[config.mk]
export PLATFORM = sky130hd
export DESIGN_NAME = alu_div_ctrl
export DESIGN_NICKNAME = d
export VERILOG_FILES = /design/src/rtl/alu_div_ctrl_pkg.sv /design/src/rtl/alu_div_ctrl_alu.sv /design/src/rtl/alu_div_ctrl.sv
export SDC_FILE = /design/constraint.sdc
export NUM_CORES = 1
export LEC_CHECK = 0
export CORE_AREA = 5 5 178 214
export CTS_CLUSTER_SIZE = 40
export DETAILED_ROUTE_END_ITERATION = 10
export DIE_AREA = 0 0 183 219
export PLACE_DENSITY = 0.5
export SKIP_LAST_GASP = 1
export SLEW_MARGIN = 15
export SYNTH_ARGS = -nofsm -noshare
export SYNTH_HDL_FRONTEND = slang
export SYNTH_SLANG_ARGS = --single-unit
export TNS_END_PERCENT = 5
[constraint.sdc]
create_clock -name clock -period 5.8 [get_ports clock]
set_input_delay 0.87 -clock clock [delete_from_list [all_inputs] [get_ports clock]]
set_output_delay 0.87 -clock clock [all_outputs]
set_load 0.005 [all_outputs]
[src/rtl/alu_div_ctrl_pkg.sv]
// rtl/alu_div_ctrl_pkg.sv - shared constants for the divider controller and its ALU
//
// Divide op encodings, ALU op codes and small op-decode helpers shared by
// alu_div_ctrl and alu_div_ctrl_alu.
package alu_div_ctrl_pkg;

    typedef enum logic [1:0] {
        DIV_OP_DIV  = 2'b00,
        DIV_OP_DIVU = 2'b01,
        DIV_OP_REM  = 2'b10,
        DIV_OP_REMU = 2'b11
    } div_op_e;

    typedef enum logic [2:0] {
        ALU_ADD = 3'd0,
        ALU_SUB = 3'd1,
        ALU_AND = 3'd2,
        ALU_OR  = 3'd3,
        ALU_XOR = 3'd4
    } alu_op_e;

    // DIV and REM are the signed ops; bit 0 of the encoding marks unsigned.
    function automatic logic op_is_signed(div_op_e op);
        return ~op[0];
    endfunction

    // REM and REMU return the remainder; bit 1 of the encoding selects it.
    function automatic logic op_is_rem(div_op_e op);
        return op[1];
    endfunction

endpackage

[src/rtl/alu_div_ctrl_alu.sv]
// rtl/alu_div_ctrl_alu.sv - small combinational ALU used for the trial subtraction
//
// Ports:
//   op     : ALU operation (alu_op_e)
//   a, b   : W-bit operands
//   result : W-bit result, modulo 2^W
module alu_div_ctrl_alu
    import alu_div_ctrl_pkg::*;
#(
    parameter int W = 33
) (
    input  alu_op_e        op,
    input  logic [W-1:0]   a,
    input  logic [W-1:0]   b,
    output logic [W-1:0]   result
);

    always_comb begin
        result = '0;
        case (op)
            ALU_ADD: result = a + b;
            ALU_SUB: result = a - b;
            ALU_AND: result = a & b;
            ALU_OR:  result = a | b;
            ALU_XOR: result = a ^ b;
            default: result = '0;
        endcase
    end

endmodule

[src/rtl/alu_div_ctrl.sv]
// rtl/alu_div_ctrl.sv - iterative restoring divider controller (DIV/DIVU/REM/REMU)
//
// Ports:
//   clock  : single clock, rising edge
//   reset  : synchronous active-low reset
//   start  : operation request, sampled only in IDLE or DONE
//   op     : DIV, DIVU, REM, REMU
//   inA    : dividend
//   inB    : divisor
//   flush  : synchronous abort, returns to IDLE without a done pulse
//   busy   : high in ITER and FIX
//   done   : one-cycle pulse, out valid
//   out    : quotient or remainder, held until replaced by a new result
module alu_div_ctrl
    import alu_div_ctrl_pkg::*;
#(
    parameter int N = 32
) (
    input  logic         clock,
    input  logic         reset,
    input  logic         start,
    input  logic [1:0]   op,
    input  logic [N-1:0] inA,
    input  logic [N-1:0] inB,
    input  logic         flush,
    output logic         busy,
    output logic         done,
    output logic [N-1:0] out
);

    localparam int CW = $clog2(N) + 1;

    typedef enum logic [1:0] {
        S_IDLE = 2'd0,
        S_ITER = 2'd1,
        S_FIX  = 2'd2,
        S_DONE = 2'd3
    } state_e;

    state_e state, state_nxt;

    div_op_e        op_q;
    logic [N-1:0]   dvd_q;      // dividend, shifted left; fills with quotient bits
    logic [N-1:0]   dvs_q;
    logic [N-1:0]   rem_q;
    logic           q_neg_q;
    logic           r_neg_q;
    logic [CW-1:0]  cnt_q;
    logic [N-1:0]   out_q;

    // Operand decode at the request
    div_op_e        op_in;
    logic           in_signed;
    logic           a_neg;
    logic           b_neg;
    logic [N-1:0]   abs_a;
    logic [N-1:0]   abs_b;
    logic           div_zero;
    logic           ovf;
    logic           bypass;
    logic [N-1:0]   bypass_result;
    logic           accept;

    assign op_in     = div_op_e'(op);
    assign in_signed = op_is_signed(op_in);
    assign a_neg     = in_signed & inA[N-1];
    assign b_neg     = in_signed & inB[N-1];
    assign abs_a     = a_neg ? -inA : inA;
    assign abs_b     = b_neg ? -inB : inB;
    assign div_zero  = (inB == '0);
    assign ovf       = in_signed && (inA == {1'b1, {(N-1){1'b0}}}) && (inB == '1);
    assign bypass    = div_zero | ovf;
    assign accept    = start & ~flush & ((state == S_IDLE) | (state == S_DONE));

    always_comb begin
        bypass_result = '0;
        if (div_zero) begin
            bypass_result = op_is_rem(op_in) ? inA : '1;
        end else if (ovf) begin
            bypass_result = op_is_rem(op_in) ? '0 : inA;
        end
    end

    // Restoring step: trial-subtract the divisor from the shifted partial
    // remainder at N+1 bits. The partial remainder is always below twice the
    // divisor, so the top bit of the difference is set exactly when the
    // subtraction borrowed.
    logic [N:0] trial_a;
    logic [N:0] trial_b;
    logic [N:0] diff;
    logic       keep;

    assign trial_a = {rem_q, dvd_q[N-1]};
    assign trial_b = {1'b0, dvs_q};
    assign keep    = ~diff[N];

    alu_div_ctrl_alu #(
        .W      (N + 1)
    ) u_alu (
        .op     (ALU_SUB),
        .a      (trial_a),
        .b      (trial_b),
        .result (diff)
    );

    // Sign fix-up and result select
    logic [N-1:0] q_fix;
    logic [N-1:0] r_fix;
    logic [N-1:0] fix_result;

    assign q_fix      = q_neg_q ? -dvd_q : dvd_q;
    assign r_fix      = r_neg_q ? -rem_q : rem_q;
    assign fix_result = op_is_rem(op_q) ? r_fix : q_fix;

    always_ff @(posedge clock) begin
        if (!reset) begin
            state <= S_IDLE;
        end else begin
            state <= state_nxt;
        end
    end

    always_comb begin
        state_nxt = state;
        case (state)
            S_IDLE, S_DONE: begin
                if (accept) begin
                    state_nxt = bypass ? S_DONE : S_ITER;
                end else begin
                    state_nxt = S_IDLE;
                end
            end
            S_ITER: begin
                if (cnt_q == CW'(N - 1)) begin
                    state_nxt = S_FIX;
                end
            end
            S_FIX: begin
                state_nxt = S_DONE;
            end
            default: begin
                state_nxt = S_IDLE;
            end
        endcase
        if (flush) begin
            state_nxt = S_IDLE;
        end
    end

    always_ff @(posedge clock) begin
        if (!reset) begin
            op_q    <= DIV_OP_DIV;
            dvd_q   <= '0;
            dvs_q   <= '0;
            rem_q   <= '0;
            q_neg_q <= 1'b0;
            r_neg_q <= 1'b0;
            cnt_q   <= '0;
            out_q   <= '0;
        end else if (accept) begin
            op_q    <= op_in;
            dvd_q   <= abs_a;
            dvs_q   <= abs_b;
            rem_q   <= '0;
            q_neg_q <= a_neg ^ b_neg;
            r_neg_q <= a_neg;
            cnt_q   <= '0;
            if (bypass) begin
                out_q <= bypass_result;
            end
        end else if (!flush && state == S_ITER) begin
            rem_q <= keep ? diff[N-1:0] : trial_a[N-1:0];
            dvd_q <= {dvd_q[N-2:0], keep};
            cnt_q <= cnt_q + 1'b1;
        end else if (!flush && state == S_FIX) begin
            out_q <= fix_result;
        end
    end

    assign busy = (state == S_ITER) || (state == S_FIX);
    assign done = (state == S_DONE);
    assign out  = out_q;

endmodule

==> results by group <==
Critical path
  • Setup crit start: inB[6]
  • Setup CP Type: in2reg
  • Crit path required time: slightly above 6000 ps
  • Worst r2r path cells: 13
  • CP Launch Type: input port
  • FF-to-FF Start: dvd_q[31]
  • Setup crit end kind: flip-flop
  • Critical path arrival: 4740 ps
  • Worst-path maximum fanout: 22

STA
  • Rel. slew slack: 0.207
  • Fin. max-slew vios: 0
  • Setup TNS: 0 ps
  • Highest Clock Rate: between 0.2 and 0.25 GHz
  • Setup Skew: 12.9 ps
  • Hold Worst Slack: between 400 and 500 ps
  • RSZ-0062 raised after global routing: false
  • Final min period: between 4000 and 5000 ps
  • Hold Vio Cnt, Final: 0
  • Tcrit/Tclk final: 0.757
  • Least-Margin Pin Slew: around 1200 ps
  • Final setup vio count: 0

Synthesis
  • Sequential element share of the synthesized area: 0.273
  • Cells after synthesis: about 1300
  • Synth area leader: dfxtp_1
  • Avg Inst Size Synth: between 7 and 8 µm²
  • Cell variety after synth: 56
  • Cell Area, Synth: 0.0102 mm²
  • Commonest cells post-synth: dfxtp_1 (139), o21ai_0 (136), nand2_1 (115), a21oi_1 (100), nor2_1 (88)
  • Top cells by area, synth: dfxtp_1 (27%), xnor2_1 (7.5%), o21ai_0 (6.7%), xor2_1 (5.4%), mux2i_1 (5.2%)
  • Top cell type's share of synthesized area: 0.273
  • Syn_nets: ~1400
  • YS warnings: 0
  • Ys async rst share: 0
  • Most frequent cell after synthesis: dfxtp_1
  • Post-synth EDFFs: 0
  • Ys flop type: dfxtp_1
  • FF+latch count, synth: 139

Pwr
  • PD cells: between 200 and 250 mW/mm²
  • Leak: 4.67 nW
  • Peak supply drop: about 0.00021 V

Placement
  • Placed cells: 1840
  • Post-DP Area: 0.0116 mm²
  • Number of buffers inserted by port buffering: just over 100
  • Post-DP HPWL: ~25 mm
  • Final GP Congestion: roughly 0.84

CTS
  • CTS resizes: 0
  • Worst-path clk slew: roughly 60 ps
  • Number of hold buffers added after CTS: 0
  • Clock Latency Late Sink: 430 ps
  • Maximum clock insertion buffer count: 2
  • Cts bufs inserted: 17
  • CTS root buf: clkbuf_16
  • Post-CTS Setup Repair Bufs: 0
  • TritonCTS clock tree: yes
  • Htree depth: 4
  • Sink Count: 139

Detailed routing
  • Final WL: around 34 mm
  • Number of routed nets with antenna violations: 0
  • Routed vias: approximately 9900
  • First DRT Iteration DRCs: between 500 and 600
  • Average wire per standard cell: about 18 µm
  • TritonRoute pass-1 iters: 4
  • Vias per std cell: around 5.3
  • Drc violations: 0

Floorplan
  • Die X: roughly 180 µm
  • Area of the die: between 0.04 and 0.05 mm²
  • Starting Density: 0.285
  • Die Ht: between 200 and 250 µm
  • Std-Cell Rows: 76
  • Boundary Pins: around 100
  • Placeable Area: ~0.036 mm²

Cells and area
  • Nets@finish: approximately 1500
  • Share of cells above drive strength 1: 0.0491
  • Area delta synth->final: 21.0%
  • Non-filler instance count after layout: roughly 1900
  • Post-layout util: 0.345
  • Final instance area: 0.0123 mm²
  • Inserted Diodes: 0

Global route
  • Total GRT Usage: 0.164
  • Vias in the first global route: 9459
  • First-pass GRT wire length: 52.9 mm
  • GRT Residual Overflow: 0
  • Largest net degree at the start of global routing: 54
  • Initial antenna violation count: 0

Outcome
  • Status: completed

Hold path
  • Hold Crit Class: reg2reg
  • Hold Path Cell Cnt: 2
  • Hold_sp: cnt_q[1]

Flow run
  • Max-Cap Viols: 0
==> routing by layer <==
layer | up-vias | routed length [µm] | track usage
met5 | - | 0 | 0
met4 | 0 | 525 | 0.0430
met3 | 29 | 1270 | 0.0204
met2 | 214 | 15400 | 0.270
met1 | 4651 | 16400 | 0.227
li1 | 4970 | - | -
==> flip-flops by register name, indices dropped and copies added (netlist names) <==
register  flops
q_neg_q       1
state         2
r_neg_q       1
op_q          1
rem_q        32
cnt_q         6
dvd_q        32
dvs_q        32
out          32
==> path summary, 6_finish.rpt <==
kind              endpoint  slack (ps)
hold reg to reg   cnt_q[1]         480
setup reg to reg  rem_q[1]        1790
setup / recovery   out[21]        1410
hold / removal    cnt_q[1]         480
==> cell type report <==
| type | instances | area (µm²) |
|---|---|---|
| clock inverters | 11 | 216 |
| flip-flops and latches | 139 | 2780 |
| well taps | 468 | 586 |
| inverters | 57 | 214 |
| fillers | 3811 | 23300 |
| multi-input cells | 1056 | 6890 |
| repair buffers | 121 | 1180 |
| clock buffers | 20 | 447 |
==> through the flow <==
stage	power [W]	setup slack, ps
finish	0.00306	1410
global route	0.00320	1060
CTS	0.00308	1440
detailed placement	0.00181	1010
global placement	0.00181	1090
floorplan	0.00158	2550
==> report_power, final <==
group          total, W  switching, W  internal [W]  leakage [nW]
registers       0.00104     0.0000430      0.000993          1.13
clock network   0.00126      0.000446      0.000817         0.313
logic          0.000757      0.000426      0.000331          3.23
total           0.00306      0.000915       0.00214          4.67
==> kinds of logic (layout without fill, tap and decap cells) <==
group / after synthesis / in the layout / share of synthesized area
adder cells (fa/ha/maj): 42 / 42 / 0.0524
AO/OA/AOI/OAI: 444 / 444 / 0.265
flip-flops: 139 / 139 / 0.273
multiplexers: 57 / 57 / 0.0566
AND/OR/NAND/NOR: 363 / 363 / 0.172
XOR/XNOR: 150 / 150 / 0.129
buffers and inverters: 137 / 209 / 0.0511
==> critical path: stages <==
cell	delay [ps]
clkdlybuf4s50_1	500
or4_1	580
nor3_1	330
nand3_1	190
nor3b_1	450
nand2_1	270
nor2_1	150
o21ai_1	210
inv_1	650
nand2_1	270
o211ai_1	230
==> cell usage in the layout (no fill, tap or decap), types with 5 or more instances in the layout <==
cell type	count
clkbuf_16	17
a211oi_1	7
nand4_1	20
o41ai_1	14
bufinv_16	6
nand2_1	114
nor2_1	88
and3_1	7
a21o_1	13
o21a_1	5
o31ai_1	23
inv_1	57
a31oi_1	29
nand3_1	35
o211ai_1	32
and2_1	7
o22ai_1	56
nor2b_1	6
xor2_1	63
or4_1	9
nor3_1	15
or3_1	17
xnor2_1	87
o211a_1	6
clkdlybuf4s50_1	103
nor4_1	13
ha_1	41
nand2b_1	13
a21oi_1	100
buf_4	17
dfxtp_1	138
o21ai_0	136
mux2i_1	53
No activity file was read; power rests on OpenSTA's default activity.
